==> src/rtl/sum_issue_stage.sv <==
// sum_issue_stage
//   Buffers operand pairs in a small FIFO and issues the oldest pair to an
//   external combinational adder. The adder result is captured in a single
//   result register that is offered downstream with a valid/ready handshake.
//
// Ports
//   clk, rst_n            clock, asynchronous active-low reset
//   in_valid/in_ready     operand pair handshake (in_a, in_b)
//   adder_in1/adder_in2   FIFO head presented to the adder (zero when empty)
//   adder_sum/adder_carry adder response, combinational from adder_in1/2
//   out_valid/out_ready   result handshake (out_sum, out_carry)
//   level                 FIFO occupancy, 0..DEPTH
//   result_cnt            number of completed result handshakes (wraps)
module sum_issue_stage #(
    parameter int BUS_WIDTH = 32,
    parameter int DEPTH     = 4
) (
    input  logic                     clk,
    input  logic                     rst_n,
    input  logic                     in_valid,
    output logic                     in_ready,
    input  logic [BUS_WIDTH-1:0]     in_a,
    input  logic [BUS_WIDTH-1:0]     in_b,
    output logic [BUS_WIDTH-1:0]     adder_in1,
    output logic [BUS_WIDTH-1:0]     adder_in2,
    input  logic [BUS_WIDTH-1:0]     adder_sum,
    input  logic                     adder_carry,
    output logic                     out_valid,
    input  logic                     out_ready,
    output logic [BUS_WIDTH-1:0]     out_sum,
    output logic                     out_carry,
    output logic [$clog2(DEPTH):0]   level,
    output logic [31:0]              result_cnt
);

    localparam int PTR_W = $clog2(DEPTH);
    localparam int LVL_W = PTR_W + 1;
    localparam logic [LVL_W-1:0] FULL_LEVEL = LVL_W'(DEPTH);

    // Operand storage; {a, b} per entry. No reset needed: level gates all use.
    logic [2*BUS_WIDTH-1:0] mem_q [DEPTH];
    logic [2*BUS_WIDTH-1:0] head;

    logic [PTR_W-1:0]       wr_ptr_q, wr_ptr_d;
    logic [PTR_W-1:0]       rd_ptr_q, rd_ptr_d;
    logic [LVL_W-1:0]       level_q, level_d;
    logic                   out_valid_q, out_valid_d;
    logic [BUS_WIDTH-1:0]   out_sum_q, out_sum_d;
    logic                   out_carry_q, out_carry_d;
    logic [31:0]            result_cnt_q, result_cnt_d;

    logic                   push;
    logic                   load;
    logic                   not_empty;
    logic                   handshake;

    assign not_empty = (level_q != '0);
    assign in_ready  = (level_q != FULL_LEVEL);
    assign push      = in_valid && in_ready;
    // The result register is refilled whenever it is empty or being drained.
    assign load      = not_empty && (!out_valid_q || out_ready);
    assign handshake = out_valid_q && out_ready;

    assign head      = mem_q[rd_ptr_q];
    assign adder_in1 = not_empty ? head[2*BUS_WIDTH-1:BUS_WIDTH] : '0;
    assign adder_in2 = not_empty ? head[BUS_WIDTH-1:0]           : '0;

    always_comb begin
        wr_ptr_d     = wr_ptr_q;
        rd_ptr_d     = rd_ptr_q;
        level_d      = level_q;
        out_valid_d  = out_valid_q;
        out_sum_d    = out_sum_q;
        out_carry_d  = out_carry_q;
        result_cnt_d = result_cnt_q;

        // DEPTH is a power of two, so pointer overflow is the modulo wrap.
        if (push) begin
            wr_ptr_d = wr_ptr_q + PTR_W'(1);
        end
        if (load) begin
            rd_ptr_d = rd_ptr_q + PTR_W'(1);
        end

        case ({push, load})
            2'b10:   level_d = level_q + LVL_W'(1);
            2'b01:   level_d = level_q - LVL_W'(1);
            default: level_d = level_q;
        endcase

        if (load) begin
            out_valid_d = 1'b1;
            out_sum_d   = adder_sum;
            out_carry_d = adder_carry;
        end else if (handshake) begin
            // Drained with nothing behind it: data holds, only valid drops.
            out_valid_d = 1'b0;
        end

        if (handshake) begin
            result_cnt_d = result_cnt_q + 32'd1;
        end
    end

    always_ff @(posedge clk) begin
        if (push) begin
            mem_q[wr_ptr_q] <= {in_a, in_b};
        end
    end

    always_ff @(posedge clk or negedge rst_n) begin
        if (!rst_n) begin
            wr_ptr_q     <= '0;
            rd_ptr_q     <= '0;
            level_q      <= '0;
            out_valid_q  <= 1'b0;
            out_sum_q    <= '0;
            out_carry_q  <= 1'b0;
            result_cnt_q <= '0;
        end else begin
            wr_ptr_q     <= wr_ptr_d;
            rd_ptr_q     <= rd_ptr_d;
            level_q      <= level_d;
            out_valid_q  <= out_valid_d;
            out_sum_q    <= out_sum_d;
            out_carry_q  <= out_carry_d;
            result_cnt_q <= result_cnt_d;
        end
    end

    assign level      = level_q;
    assign out_valid  = out_valid_q;
    assign out_sum    = out_sum_q;
    assign out_carry  = out_carry_q;
    assign result_cnt = result_cnt_q;

endmodule

==> config.mk <==
export PLATFORM = sky130hd
export DESIGN_NAME = sum_issue_stage
export DESIGN_NICKNAME = d
export VERILOG_FILES = /design/src/rtl/sum_issue_stage.sv
export SDC_FILE = /design/constraint.sdc
export NUM_CORES = 1
export LEC_CHECK = 0
export CAP_MARGIN = 20
export CORE_MARGIN = 5
export CORE_UTILIZATION = 35
export DETAILED_ROUTE_END_ITERATION = 10
export HOLD_SLACK_MARGIN = 0.12
export SYNTH_ARGS = -nofsm -noshare
export SYNTH_HDL_FRONTEND = slang
export SYNTH_SLANG_ARGS = --single-unit
==> constraint.sdc <==
create_clock -name clk -period 3.1 [get_ports clk]
set_input_delay 0.465 -clock clk [delete_from_list [all_inputs] [get_ports clk]]
set_output_delay 0.465 -clock clk [all_outputs]
set_load 0.02 [all_outputs]
**Word-level counts from Yosys, hierarchy flattened**

Memories as Yosys holds them, arrays and structs flattened.
Index checks and enable logic that the tools add are counted.

- Eq/ne operators: 3
- $add $sub $neg: 5
- Mux-type cells: 7
- Reduce and logical (&&, ||, !) cells: 8

Operators with widths:

| cell | number |
|---|---|
| $mux W32 | 2 |
| $add A32 B1 Y32 const B | 1 |
| $pmux W3 S2 | 1 |
| $add A2 B1 Y2 const B | 2 |
| $mux W1 | 4 |
| $reduce_bool A2 Y1 | 2 |
| $add A3 B1 Y3 const B | 1 |
| $logic_and A1 B1 Y1 | 3 |
| $ne A3 B3 Y1 const B | 1 |
| $reduce_bool A3 Y1 | 1 |
| $sub A3 B1 Y3 const B | 1 |
| $eq A2 B1 Y1 const B | 1 |
| $eq A2 B2 Y1 const B | 1 |
| $logic_not A1 Y1 | 1 |
| $logic_or A1 B1 Y1 | 1 |

- Input bits: 101
- Memories: 1
- Word-level logic and storage cells: 31
- Bits in writable memories: 256
- Flip-flop bits (word level): 73

Memories:

| memory | words | width | read ports | clocked after memory_dff | write ports | line | RTL |
|---|---|---|---|---|---|---|---|
| mem_q | 4 | 64 | 1 | 0 | 1 | 41 | `logic [2*BUS_WIDTH-1:0] mem_q [DEPTH];` |

**Depth between registers and ports, before layout**

Gate-level depths: netlist of the first run.

- Depth in word-level cells: 5
- Mapped depth: 10

**Least setup slack after synthesis of the first run**

OpenSTA, ideal clock, no wires.

- Kind: reg-to-reg
- Start point: reg level_q[0] (netlist: level[0])
- End point: mem mem_q[0][0] in the netlist's numbering (enable)
- Path buffers: 0
- Setup time: 0.429 ns
- Setup slack: 0.188 ns
- Stages on the path, launching flop included: 4
- Arrival: 2.483 ns
- Period minus slack after synthesis: 2.912 ns
- Cells stage by stage: dfrtp_1 -> inv_1 -> nand3_1 -> and3_1

- Longest elaborated chain between the ends: 4

RTL lines:

| what | line | RTL |
|---|---|---|
| start, declared | 46 | `logic [LVL_W-1:0] level_q, level_d;` |
| start signal, assigned | 123 | `level_q <= level_d;` |
| $ne A3 B3 Y1 | 58 | `assign in_ready = (level_q != FULL_LEVEL);` |
| named net in_ready | 21 | `output logic in_ready,` |
| $logic_and A1 B1 Y1 | 59 | `assign push = in_valid && in_ready;` |
| $mux W1 | 106 | `if (push) begin` |
| $mux W1 (implied by the code) | 107 | `mem_q[wr_ptr_q] <= {in_a, in_b};` |
| end, declared | 41 |  |

The timed path passes the listed nets, and every way through them passes these cells.

**Final worst setup path of the first run**

- Start point: reg rd_ptr_q[0]
- End point: out adder_in1[7]

- Longest elaborated chain between the ends: 2

RTL lines:

| what | line | RTL |
|---|---|---|
| start, declared | 45 | `logic [PTR_W-1:0] rd_ptr_q, rd_ptr_d;` |
| start signal, assigned | 122 | `rd_ptr_q <= rd_ptr_d;` |
| $mem_v2 Z4 W64 | -- |  |
| $mux W32 | 65 | `assign adder_in1 = not_empty ? head[2*BUS_WIDTH-1:BUS_WIDTH] : '0;` |
| end, declared | 24 | `output logic [BUS_WIDTH-1:0] adder_in1,` |

No other way between the ends.

==> results of run 1 <==
## cell type report
type	count	area (µm²)	share of cell area
Clock inverter	21	175	0.0103
Multi-Input combinational cell	272	3100	0.182
Clock buffer	45	987	0.0579
Timing Repair Buffer	256	2640	0.155
Tap cell	461	577	0.0338
Antenna cell	2	5.00	0.000294
Inverter	10	37.5	0.00220
Sequential cell	329	9520	0.559
## stage by stage
step	setup WS, ns	total power, mW	utilization	area [µm²]
after floorplan	0.188	9.90	-	12700
final	0.0999	16.9	0.477	17000
after detailed placement	0.541	13.0	0.443	15800
after global routing	0.000223	17.7	0.477	17000
after global placement	0.563	12.9	0.443	15800
after CTS	0.00642	17.2	0.476	17000
## placed cells by master (no fill, tap or decap), drive strengths merged, types with 3 or more instances in the layout
| cell | instances |
|---|---|
| and3 | 10 |
| and4 | 4 |
| buf | 22 |
| clkbuf | 45 |
| clkdlybuf4s50 | 230 |
| clkinv | 18 |
| dfrtp | 73 |
| dlymetal6s2s | 3 |
| edfxtp | 256 |
| ha | 6 |
| inv | 11 |
| mux2 | 35 |
| mux4 | 64 |
| nand2 | 12 |
| nand3 | 9 |
| nand4 | 12 |
| nor2 | 6 |
| nor2b | 64 |
| xnor2 | 29 |
| xor2 | 8 |
## cells by family after synthesis
kind of cell | share of synthesized area
flip-flops | 0.747
buffers and inverters | 0.0126
AND/OR/NAND/NOR | 0.0620
multiplexers | 0.145
AO/OA/AOI/OAI | 0.00108
adder cells (fa/ha/maj) | 0.00746
XOR/XNOR | 0.0254
## power by group through the flow
stage	logic [mW]	registers, mW	clock network, mW
detailed placement	6.67	6.30	0
global placement	6.68	6.25	0
global route	7.03	6.27	4.44
finish	6.58	6.18	4.11
CTS	6.70	6.22	4.24
floorplan	3.43	6.47	0
## routing by layer
| layer | wire length (µm) | GRT usage | vias up |
|---|---|---|---|
| li1 | - | - | 3031 |
| met1 | 11800 | 0.172 | 3467 |
| met2 | 15100 | 0.246 | 141 |
| met3 | 1130 | 0.0286 | 58 |
| met4 | 836 | 0.0479 | 2 |
| met5 | 13 | 0 | - |
## worst reg2reg max path, cell delays in order, from the launching register on
cell	delay, ns
dfrtp_1	0.45
inv_1	0.13
nand3_1	0.24
and2_1	0.29
inv_1	0.07
ha_1	0.18
inv_1	0.06
fa_1	0.37
xor2_1	0.15
nor2_1	0.11
xor2_1	0.14
## sequential cells by signal, summed over array words and instances, names as in the netlist
register,cells
out_sum,32
level,3
rd_ptr_q,2
wr_ptr_q,2
result_cnt,32
out_carry,1
mem_q,256
out_valid,1
## timing repair
action / CTS / global route
resized for setup: 1 / 5
hold buffers: 1 / 0
endpoints found under the hold margin: 22 / 0
buffers inserted: 0 / 1
endpoints found under the setup margin: 7 / 13
## final timing paths
| path | slack, ns | end | cells after the start |
|---|---|---|---|
| max in group asynchronous | 1.99 | out_sum[14] | 3 |
| worst max-delay path | 0.1 | adder_in1[7] | 4 |
| worst max register to register | 0.85 | level[2] | 10 |
| worst min-delay path | 0.48 | result_cnt[30] | 2 |
| min in group clk | 0.48 | result_cnt[31] | 1 |
| worst min register to register | 0.48 | result_cnt[31] | 1 |
==> results.cfg, run 1 <==
[status]
status = finished clean

[sta]
timing.fmax_mhz = 333
final-setup-viol-count = 0
timing.final.max_slew_violations = 0
finalCriticalPeriod_ns = 3.00
rsz0062_at_grt = no
setup-tns-final_ns = 0
slew-limit-headroom = 0.558
finalHoldViolCount = 0
worstMarginPinSlew_ns = 0.658
period_share = 0.968
finClkSkew_ns = 0.0139
whs_ns = 0.476

[route]
wl_per_cell_um = 20.6
drc = 0
routed_wl_um = 28800
dr.pass1.iters = 4
drt-initial-drc-count = 274
ant_nets = 0
vias = 6699
via_per_inst = 4.80

[place]
io_buffers = 234
gp_congestion = 0.714
dp_hpwl_um = 18900
place_inst = 1326

[flow_run]
cap_viol_max_count = 0

[power]
intPower_mw = 11.5
leakage_nw = 6.01
power_switching_share = 0.321
p_per_area_nw_per_um2 = 989
seq_power_share = 0.366
switchingPower_mw = 5.41
pwr-share-comb = 0.390
clkPwrFrac = 0.244
peakVddDrop_mv = 0.560

[yosys]
ys_types = 29
synth_common_cells = edfxtp_1 (256), dfrtp_1 (73), mux4_2 (64), nor2b_1 (64), mux2_2 (35)
yosys.area.top_type = edfxtp_1
avgSynthCellArea_um2 = 20.0
yosysTopAreaCellShare = 0.603
synth_nets = 746
yosysMostFrequentCell = edfxtp_1
ys_seq_elements = 329
synthFlopType = edfxtp_1
synth_edf_count = 256
synth_warnings = 0
synth_area_leaders = edfxtp_1 (60%), dfrtp_1 (14%), mux4_2 (11%)
syn_area_um2 = 12700
async_flop_share = 0.222
synth-seq-area-share = 0.747
syn-instance-count = 638

[global_routing]
grt_overflow = 0
grt_max_degree = 67
antenna_found_initial = 3
grt_pass1_wl_um = 44400
first_global_vias = 7286
grtUsageTotal = 0.140

[final_layout]
drive_gt1_frac = 0.199
nets = 1014
syn_to_final_growth_pct = 33.8
final_cells = 1396
fillers = 3050

[floorplanning]
die_w_um = 201
ios = 235
die-height_um = 201
die_area_um2 = 40300
core.rowCount = 69
design.core.area_um2 = 35700
start_util = 0.357

[setup_path]
crit_family = buffers and inverters
cp_max_fo = 28
path_class = flop to output pin
slowest_stage = clkdlybuf4s50_1
critPathArrivalTime_ns = 2.54
worstSetupStartpointType = flop
max_stage_delay_ns = 0.56
timing.rr.start = level[0]
crit_path_end_kind = output pin
crit_buf_inv = 2
required_ns = 2.63
startpoint = rd_ptr_q[0]
cp_cell_sequence = buf_16 > mux4_2 > nor2b_1 > clkdlybuf4s50_1

[cts]
insertion_delay_ns = 0.53
tritoncts = built
htreeDepth = 2
cts-root-buf = clkbuf_16
numCtsBuffers = 37
clockBufferDepth = 3
clk_pin_slew_ns = 0.06
cts.sinks = 329

[hold_path]
hp-class = primary input to asynchronous set/reset pin
No activity file was read; power rests on OpenSTA's default activity.
==> run 2: changes to the inputs <==
--- a/config.mk
+++ b/config.mk
@@ -10,6 +10,7 @@
 export CORE_UTILIZATION = 35
 export DETAILED_ROUTE_END_ITERATION = 10
 export HOLD_SLACK_MARGIN = 0.12
+export REMOVE_ABC_BUFFERS = 1
 export SYNTH_ARGS = -nofsm -noshare
 export SYNTH_HDL_FRONTEND = slang
 export SYNTH_SLANG_ARGS = --single-unit
==> results.cfg, run 2 (same netlist as run 1, synthesis figures left out) <==
[status]
status = finished clean

[setup_path]
slowest_stage = clkdlybuf4s50_1
r2r_cells = 10
crit_path_end_kind = output pin
critPathArrivalTime_ns = 2.52
cp_cell_sequence = buf_12 > mux4_2 > nor2b_1 > clkdlybuf4s50_1
max_stage_delay_ns = 0.56
worstSetupStartpointType = flop
cp_max_fo = 17
r2r-end = level[2]
crit_family = buffers and inverters
timing.rr.start = level[1]
required_ns = 2.63
crit_buf_inv = 2
ff2ff_setup_slack_ns = 0.89
path_class = flop to output pin

[floorplanning]
start_util = 0.357
core.rowCount = 69
design.core.area_um2 = 35700
die-height_um = 201
ios = 235
die_w_um = 201
die_area_um2 = 40300

[cts]
clk_pin_slew_ns = 0.06
clockBufferDepth = 3
cts-root-buf = clkbuf_16
htreeDepth = 2
cts.sinks = 329
numCtsBuffers = 38
insertion_delay_ns = 0.53
tritoncts = built

[route]
wl_per_cell_um = 20.6
drt-initial-drc-count = 262
routed_wl_um = 28800
dr.pass1.iters = 4
drc = 0
vias = 6770
ant_nets = 0
via_per_inst = 4.86

[final_layout]
largest_register_ffs = 256
top_register = mem_q
fin_util = 0.480
final_cell_area_um2 = 17200
drive_gt1_frac = 0.197
nets = 1017
final_cell_mix = edfxtp_1 (256), clkdlybuf4s50_1 (204), dfrtp_1 (71), mux4_2 (64), nor2b_1 (64)
syn_to_final_growth_pct = 34.7
final_common_cell = edfxtp_1

[sta]
period_share = 0.963
timing.final.max_slew_violations = 0
timing.fmax_mhz = 335
final-setup-viol-count = 0
finalHoldViolCount = 0
finalCriticalPeriod_ns = 2.99
worstMarginPinSlew_ns = 0.620
rsz0062_at_grt = no
setup-tns-final_ns = 0
worst_slack_ns = 0.114
slew-limit-headroom = 0.584
finClkSkew_ns = 0.0106

[flow_run]
cap_viol_max_count = 0

[power]
p_per_area_nw_per_um2 = 993
leakage_nw = 6.30
peakVddDrop_mv = 0.512

[place]
dpl_cell_area_um2 = 15800
dp_hpwl_um = 18200
dpl_worst_slack_ns = 0.502
gp_congestion = 0.734
io_buffers = 234

[global_routing]
grt_overflow = 0
grt_pass1_wl_um = 45900
antenna_found_initial = 0
grt_max_degree = 67
grtUsageTotal = 0.145
first_global_vias = 7630

[hold_path]
hp-class = primary input to asynchronous set/reset pin
-- run 2: worst max path at each step --
| stage | depth (start not counted) | startpoint | to |
|---|---|---|---|
| floorplan | 8 | level[0] | level[2] |
| global placement | 4 | rd_ptr_q[0] | adder_in2[4] |
| detailed placement | 4 | rd_ptr_q[0] | adder_in2[4] |
| CTS | 4 | rd_ptr_q[0] | adder_in1[26] |
| global route | 4 | rd_ptr_q[0] | adder_in1[7] |
| finish | 4 | rd_ptr_q[0] | adder_in2[27] |
-- run 2: layout make-up --
| type | instances | area (µm²) |
|---|---|---|
| Inverter | 10 | 37.5 |
| Sequential cell | 329 | 9520 |
| Clock inverter | 13 | 190 |
| Fill cell | 3073 | 18600 |
| Tap cell | 461 | 577 |
| Clock buffer | 50 | 1020 |
| Multi-Input combinational cell | 272 | 3100 |
| Antenna cell | 1 | 2.50 |
| Timing Repair Buffer | 258 | 2720 |
-- run 2: per-layer routing --
| layer | share of wire | GRT usage |
|---|---|---|
| met5 | 0 | 0 |
| met4 | 0.019 | 0.0342 |
| met3 | 0.088 | 0.0624 |
| met2 | 0.45 | 0.219 |
| met1 | 0.45 | 0.195 |
-- run 2: power breakdown --
group          total [mW]  internal, mW  switching (mW)
clock                4.32          2.64            1.68
sequential           6.22          5.80           0.430
combinational        6.51          3.27            3.24
total                17.1          11.7            5.35
-- run 2: per-stage QoR --
| stage | cells | hold slack [ns] | power (mW) |
|---|---|---|---|
| 2_1_floorplan | 611 | 0.169 | 9.94 |
| 3_3_place_gp | 1325 | 0.464 | 13.0 |
| 3_5_place_dp | 1325 | 0.462 | 13.0 |
| 4_1_cts | 1391 | 0.458 | 17.4 |
| 5_1_grt | 1393 | 0.493 | 18.0 |
| 6_report | 1394 | 0.457 | 17.1 |
-- run 2: timing repair --
item                       CTS  global route
resized for setup            0            30
hold buffers                 1             0
hold endpoints to repair    23             0
setup endpoints to repair   51            50
buffers inserted             2             2
